<file path="src/rtl/clk_gate_ctrl_pkg.sv">
// Shared types and constants for the activity-driven clock-gate controller.
// Optional statistics outputs are enabled by the CLK_GATE_CTRL_STATS_EN macro.
package clk_gate_ctrl_pkg;

  typedef enum logic [1:0] {
    ST_RUN  = 2'b00,
    ST_OFF  = 2'b01,
    ST_WAKE = 2'b10
  } state_t;

  localparam int unsigned GATED_CNT_W = 32;
  localparam int unsigned WAKE_CNT_W  = 16;

  // Bits needed to hold 0..n; never below 1 so an illegal n still elaborates.
  function automatic int unsigned cnt_width(input int n);
    return (n < 1) ? 1 : $clog2(n + 1);
  endfunction

endpackage

</file>
<file path="src/rtl/clk_gate_sat_cnt.sv">
// Saturating up-counter with synchronous clear; holds at LIMIT instead of wrapping.
module clk_gate_sat_cnt #(
  parameter int unsigned       WIDTH = 4,
  parameter logic [WIDTH-1:0]  LIMIT = '1
) (
  input  logic             i_clk,
  input  logic             i_rst_n,
  input  logic             i_clr,
  input  logic             i_inc,
  output logic [WIDTH-1:0] o_count,
  output logic             o_at_limit
);

  logic [WIDTH-1:0] r_count;

  assign o_count    = r_count;
  assign o_at_limit = (r_count == LIMIT);

  // NOTE: sequential state uses non-blocking assignments so every flop samples pre-edge values.
  always_ff @(posedge i_clk or negedge i_rst_n) begin
    if (!i_rst_n) begin
      r_count <= '0;
    end else if (i_clr) begin
      r_count <= '0;
    end else if (i_inc && !o_at_limit) begin
      r_count <= r_count + WIDTH'(1);
    end
  end

endmodule

</file>
<file path="src/rtl/clk_gate_ctrl.sv">
// Clock-enable controller for a CE-gated global clock buffer: gates after idle, restores on demand.
// Define CLK_GATE_CTRL_STATS_EN to add the GATED_CYCLES / WAKE_COUNT statistics outputs.
module clk_gate_ctrl
  import clk_gate_ctrl_pkg::*;
#(
  parameter int IDLE_CYCLES    = 16,
  parameter int MIN_OFF_CYCLES = 4,
  parameter int WAKE_CYCLES    = 2,
  parameter int IS_CE_INVERTED = 0
) (
  input  logic        CLK,
  input  logic        RST_N,
  input  logic        BUSY,
  input  logic        FORCE_ON,
  output logic        CE,
  output logic        CLK_ACTIVE,
  output logic [1:0]  STATE
`ifdef CLK_GATE_CTRL_STATS_EN
  ,
  output logic [GATED_CNT_W-1:0] GATED_CYCLES,
  output logic [WAKE_CNT_W-1:0]  WAKE_COUNT
`endif
);

  if (IDLE_CYCLES < 1 || MIN_OFF_CYCLES < 1 || WAKE_CYCLES < 1 ||
      (IS_CE_INVERTED != 0 && IS_CE_INVERTED != 1)) begin : g_bad_params
    $fatal(1, "%m: illegal parameter (IDLE_CYCLES=%0d MIN_OFF_CYCLES=%0d WAKE_CYCLES=%0d IS_CE_INVERTED=%0d)",
           IDLE_CYCLES, MIN_OFF_CYCLES, WAKE_CYCLES, IS_CE_INVERTED);
  end

  localparam int unsigned IDLE_W = cnt_width(IDLE_CYCLES);
  localparam int unsigned OFF_W  = cnt_width(MIN_OFF_CYCLES);
  localparam int unsigned WAKE_W = cnt_width(WAKE_CYCLES);

  localparam logic [IDLE_W-1:0] IDLE_LIM = IDLE_W'(IDLE_CYCLES - 1);
  localparam logic [OFF_W-1:0]  OFF_LIM  = OFF_W'(MIN_OFF_CYCLES - 1);
  localparam logic [WAKE_W-1:0] WAKE_LIM = WAKE_W'(WAKE_CYCLES - 1);

  localparam logic CE_INV = (IS_CE_INVERTED == 1);
  localparam logic CE_ON  = 1'b1 ^ CE_INV;

  state_t r_state;
  state_t w_next_state;
  logic   r_ce;
  logic   r_clk_active;
  logic   r_wake_pend;

  logic w_wanted, w_idle;
  logic w_go_off, w_go_wake;
  logic w_idle_at_lim, w_off_at_lim, w_wake_at_lim;
  logic [IDLE_W-1:0] w_idle_cnt;
  logic [OFF_W-1:0]  w_off_cnt;
  logic [WAKE_W-1:0] w_wake_cnt;

  assign w_wanted = BUSY | FORCE_ON;
  assign w_idle   = ~w_wanted;

  assign w_go_off  = (r_state == ST_RUN) && w_idle && w_idle_at_lim;
  assign w_go_wake = (r_state == ST_OFF) && w_off_at_lim && (w_wanted || r_wake_pend);

  // idle_cnt is held at 0 outside RUN, so every return from WAKE starts a fresh idle window.
  clk_gate_sat_cnt #(.WIDTH(IDLE_W), .LIMIT(IDLE_LIM)) u_idle_cnt (
    .i_clk      (CLK),
    .i_rst_n    (RST_N),
    .i_clr      ((r_state != ST_RUN) || w_wanted || w_go_off),
    .i_inc      ((r_state == ST_RUN) && w_idle),
    .o_count    (w_idle_cnt),
    .o_at_limit (w_idle_at_lim)
  );

  clk_gate_sat_cnt #(.WIDTH(OFF_W), .LIMIT(OFF_LIM)) u_off_cnt (
    .i_clk      (CLK),
    .i_rst_n    (RST_N),
    .i_clr      (r_state != ST_OFF),
    .i_inc      (r_state == ST_OFF),
    .o_count    (w_off_cnt),
    .o_at_limit (w_off_at_lim)
  );

  clk_gate_sat_cnt #(.WIDTH(WAKE_W), .LIMIT(WAKE_LIM)) u_wake_cnt (
    .i_clk      (CLK),
    .i_rst_n    (RST_N),
    .i_clr      (r_state != ST_WAKE),
    .i_inc      (r_state == ST_WAKE),
    .o_count    (w_wake_cnt),
    .o_at_limit (w_wake_at_lim)
  );

  logic w_unused_cnts;
  assign w_unused_cnts = ^{w_idle_cnt, w_off_cnt, w_wake_cnt};

  // NOTE: the next-state default is assigned before the case so no path can infer a latch.
  always_comb begin
    w_next_state = r_state;
    case (r_state)
      ST_RUN:  if (w_go_off)      w_next_state = ST_OFF;
      ST_OFF:  if (w_go_wake)     w_next_state = ST_WAKE;
      ST_WAKE: if (w_wake_at_lim) w_next_state = ST_RUN;
      default:                    w_next_state = ST_RUN;
    endcase
  end

  // Outputs are registered from the next state so CE and CLK_ACTIVE move together with STATE.
  always_ff @(posedge CLK or negedge RST_N) begin
    if (!RST_N) begin
      r_state      <= ST_RUN;
      r_ce         <= CE_ON;
      r_clk_active <= 1'b1;
      r_wake_pend  <= 1'b0;
    end else begin
      r_state      <= w_next_state;
      r_ce         <= (w_next_state != ST_OFF) ^ CE_INV;
      r_clk_active <= (w_next_state == ST_RUN);
      r_wake_pend  <= (r_state == ST_OFF) && !w_go_wake &&
                      (r_wake_pend || (w_wanted && !w_off_at_lim));
    end
  end

  assign CE         = r_ce;
  assign CLK_ACTIVE = r_clk_active;
  assign STATE      = r_state;

`ifdef CLK_GATE_CTRL_STATS_EN
  logic w_gated_full, w_wakes_full;

  clk_gate_sat_cnt #(.WIDTH(GATED_CNT_W)) u_gated_cnt (
    .i_clk      (CLK),
    .i_rst_n    (RST_N),
    .i_clr      (1'b0),
    .i_inc      (r_state == ST_OFF),
    .o_count    (GATED_CYCLES),
    .o_at_limit (w_gated_full)
  );

  clk_gate_sat_cnt #(.WIDTH(WAKE_CNT_W)) u_wake_count (
    .i_clk      (CLK),
    .i_rst_n    (RST_N),
    .i_clr      (1'b0),
    .i_inc      (w_go_wake),
    .o_count    (WAKE_COUNT),
    .o_at_limit (w_wakes_full)
  );

  logic w_unused_stats;
  assign w_unused_stats = w_gated_full ^ w_wakes_full;
`endif

endmodule

</file>
<file path="config.mk">
export PLATFORM = sky130hd
export DESIGN_NAME = clk_gate_ctrl
export DESIGN_NICKNAME = d
export VERILOG_FILES = /design/src/rtl/clk_gate_ctrl_pkg.sv /design/src/rtl/clk_gate_sat_cnt.sv /design/src/rtl/clk_gate_ctrl.sv
export SDC_FILE = /design/constraint.sdc
export NUM_CORES = 1
export LEC_CHECK = 0
export ABC_AREA = 1
export BUFFER_PORTS_ARGS = -buffer_cell sky130_fd_sc_hd__buf_2
export CAP_MARGIN = 20
export CORE_AREA = 2 2 39 41
export CTS_CLUSTER_DIAMETER = 200
export DETAILED_ROUTE_END_ITERATION = 10
export DIE_AREA = 0 0 41 43
export GPL_TIMING_DRIVEN = 0
export PLACE_DENSITY = 0.82
export SLEW_MARGIN = 20
export SYNTH_ARGS = -nofsm -noshare
export SYNTH_HDL_FRONTEND = slang
export SYNTH_SLANG_ARGS = --single-unit
</file>
<file path="constraint.sdc">
create_clock -name CLK -period 2.3 [get_ports CLK]
set_input_delay 0.575 -clock CLK [delete_from_list [all_inputs] [get_ports CLK]]
set_output_delay 0.575 -clock CLK [all_outputs]
set_load 0.005 [all_outputs]
</file>
==> impl_metrics.py <==
metrics = {
    "pwr": {
        "power_leakage_nw": 0.370,
        "power-per-cell-area_nw_per_um2": 554,
        "ir_drop_mv": 0.326,
    },
    "setup_path": {
        "critPathLaunchType": "flop",
        "timing.critical_path.required_ns": 1.73,
        "crit_buf_inv": 1,
        "crit_path_end_kind": "primary output",
        "critical-path-top-delay-family": "flip-flops",
        "max_stage_delay_ns": 0.52,
        "critical_path_class": "reg -> out",
        "timing.critical_path.arrival_ns": 0.89,
        "critical_path.max_fanout": 1,
        "master_of_the_slowest_instance_on_the_critical_path": "sky130_fd_sc_hd__dfstp_2",
        "path_cells": "buf_2",
    },
    "global_routing": {
        "antenna_violations_before_repair": 0,
        "vias_in_the_first_global_route": 448,
        "first_pass_grt_wire_length_mm": 1.70,
        "maximum_number_of_pins_on_one_net_before_global_route_repair": 16,
        "grt-ovfl-total": 0,
        "global_route.usage.total_pct": 14.2,
    },
    "sta": {
        "final_critical_path_time_including_i_o_delays_and_setup_ns": 1.47,
        "worstMarginPinSlew_ns": 0.321,
        "timing.slew.headroom_pct": 78.6,
        "final-setup-viol-count": 0,
        "final_max_slew_viol_count": 0,
        "rsz0062_at_grt": "no",
        "fmax_mhz": 682,
        "final.setup.tns_ns": 0,
        "final-hold-violation-count": 0,
        "skew_ns": 0.00163,
        "final.hold.worst_slack_ns": 0.184,
        "period_share_pct": 63.7,
        "setup_ws_ns": 0.834,
    },
    "synthesis": {
        "synth_fp_nets": 78,
        "yosysSeqAreaShare_pct": 55.1,
        "post_synth.cell_area_avg_sq_um": 9.94,
        "netlist_instances": 69,
        "netlist-cell-type-count": 17,
        "synthesis.area_sq_um": 686,
        "register_bit_count_reported_by_yosys": 15,
        "yosys_warnings": 0,
    },
    "floorplanning": {
        "i_o_pin_count": 8,
        "chipHeight_microns": 43,
        "std_cell_rows": 14,
        "start_util_pct": 49.5,
        "die_area_sq_um": 1760,
        "design.core.area_sq_um": 1380,
        "die_w_microns": 41,
    },
    "run_status": {
        "run_status": "completed",
    },
    "min_path": {
        "hold_path_class": "in -> async",
    },
    "clocking": {
        "clock_sinks": 15,
        "clkLatencyLatePin_ns": 0.27,
        "cts_inserted_buffers": 3,
        "postCtsSetupRepairBufs": 0,
        "ctsResizeCount": 0,
        "clock-root-buffer": "sky130_fd_sc_hd__clkbuf_4",
        "clock_path_buffers": 2,
        "cts_tree": "done",
        "clk_transition_reported_paths_ns": 0.08,
        "h-tree-depth": 1,
        "hold_buffers": 0,
    },
    "detailed_routing": {
        "detailedRoute.firstIterationViolations": 10,
        "detail_route.first_pass.iterations": 2,
        "drc_violations_left": 0,
        "routed_wire_length_per_instance_microns": 10.5,
        "wl_mm": 1.01,
        "antenna_left": 0,
        "num_vias": 464,
        "mean_number_of_vias_per_cell": 4.83,
    },
    "cells_and_area": {
        "synthToLayoutAreaGrowth_pct": 11.9,
        "antennaDiodeCount": 0,
        "fraction_of_layout_cells_with_a_size_suffix_above_1_pct": 27.5,
        "nets_final": 90,
        "layout.area.seq_sq_um": 378,
        "fillCellCount": 122,
        "postLayoutCoreUtil_pct": 55.4,
        "area_of_the_multi_input_gates_sq_um": 263,
        "stdcell_count": 96,
    },
    "placed_design": {
        "placed_cells": 92,
        "dp_worst_setup_slack_ns": 0.863,
        "place.gp.congestion": 0.746,
        "post-dp-hpwl_microns": 816,
        "number_of_buffer_cells_added_on_primary_ports": 7,
    },
    "run": {
        "max_cap_violations": 0,
    },
}
-- cell type report --
type	count	area share, %
flip-flops and latches	15	49.3
inverters	12	5.87
clock buffers	4	3.43
well taps	16	2.61
repair buffers	7	4.57
multi-input cells	42	34.3
-- cell usage after synthesis --
cell                       count  area, sq um
sky130_fd_sc_hd__nor2_4        2         22.5
sky130_fd_sc_hd__nand3b_2      1         11.3
sky130_fd_sc_hd__dfstp_2       2         52.6
sky130_fd_sc_hd__inv_2         2         7.51
sky130_fd_sc_hd__nand3_1       5         25.0
sky130_fd_sc_hd__nor3b_2       1         12.5
sky130_fd_sc_hd__nor2_1        8         30.0
sky130_fd_sc_hd__dfrtp_1      13          325
sky130_fd_sc_hd__o21ai_0       2         10.0
sky130_fd_sc_hd__o21ai_1       2         10.0
sky130_fd_sc_hd__ha_1          5         62.6
sky130_fd_sc_hd__inv_1        10         37.5
sky130_fd_sc_hd__nand2_1       9         33.8
sky130_fd_sc_hd__nand2_2       4         25.0
sky130_fd_sc_hd__nand4_1       1         6.26
sky130_fd_sc_hd__a21oi_1       1         5.00
sky130_fd_sc_hd__xor2_1        1         8.76
-- cells by family (layout without fill, tap and decap cells) --
kind of cell	count (synthesis)	in the layout	share of synthesized area, %
compound gates	5	5	3.65
xor+xnor	1	1	1.28
fa+ha+maj	5	5	9.12
buf+inv	12	23	6.57
flops	15	15	55.1
simple gates	31	31	24.3
-- power by group --
| part | total (mW) | leakage [nW] | switching, mW | internal (mW) |
|---|---|---|---|---|
| logic | 0.0144 | 0.153 | 0.0101 | 0.00433 |
| clock network | 0.144 | 0.0150 | 0.0765 | 0.0671 |
| registers | 0.266 | 0.202 | 0.00121 | 0.265 |
| total | 0.425 | 0.370 | 0.0878 | 0.337 |
-- layer usage --
metal | track usage, % | routed length [microns] | vias to the layer above
met5 | 0 | 0 | -
met4 | 8.00 | 25 | 0
met3 | 3.14 | 26 | 4
met2 | 23.1 | 525 | 9
met1 | 16.0 | 435 | 213
li1 | - | - | 238
-- layout by cell type (no fill, tap or decap) --
cell type,instances
sky130_fd_sc_hd__a21oi_1,1
sky130_fd_sc_hd__buf_2,7
sky130_fd_sc_hd__clkbuf_1,1
sky130_fd_sc_hd__clkbuf_4,3
sky130_fd_sc_hd__dfrtp_1,13
sky130_fd_sc_hd__dfstp_2,2
sky130_fd_sc_hd__ha_1,5
sky130_fd_sc_hd__inv_1,10
sky130_fd_sc_hd__inv_2,2
sky130_fd_sc_hd__nand2_1,9
sky130_fd_sc_hd__nand2_2,4
sky130_fd_sc_hd__nand3_1,5
sky130_fd_sc_hd__nand3b_2,1
sky130_fd_sc_hd__nand4_1,1
sky130_fd_sc_hd__nor2_1,8
sky130_fd_sc_hd__nor2_4,2
sky130_fd_sc_hd__nor3b_2,1
sky130_fd_sc_hd__o21ai_0,2
sky130_fd_sc_hd__o21ai_1,2
sky130_fd_sc_hd__xor2_1,1
-- metrics by stage --
| step | power, mW | area, sq um |
|---|---|---|
| CTS | 0.433 | 767 |
| global route | 0.447 | 767 |
| floorplan | 0.277 | 686 |
| finish | 0.425 | 767 |
| global placement | 0.286 | 741 |
| detailed placement | 0.287 | 741 |
-- registers in the layout, indices dropped and copies added (netlist names) --
register and flops:
u_idle_cnt.o_count 5, u_off_cnt.o_count 3, STATE 2, u_wake_cnt.o_count 2, CE 1, CLK_ACTIVE 1, r_wake_pend 1
-- path summary, 6_finish.rpt --
check                                      start                     to  slack (ns)  cells past startpoint
hold / removal                             RST_N  u_wake_cnt.o_count[1]        0.18                      1
min in group CLK           u_idle_cnt.o_count[0]  u_idle_cnt.o_count[0]        0.47                      1
max in group asynchronous                  RST_N             CLK_ACTIVE        1.83                      1
setup reg to reg           u_idle_cnt.o_count[0]  u_idle_cnt.o_count[2]        0.86                      6
hold reg to reg            u_idle_cnt.o_count[0]  u_idle_cnt.o_count[0]        0.47                      1
setup / recovery                              CE                     CE        0.83                      1
Power figures use the tool's default switching activity.
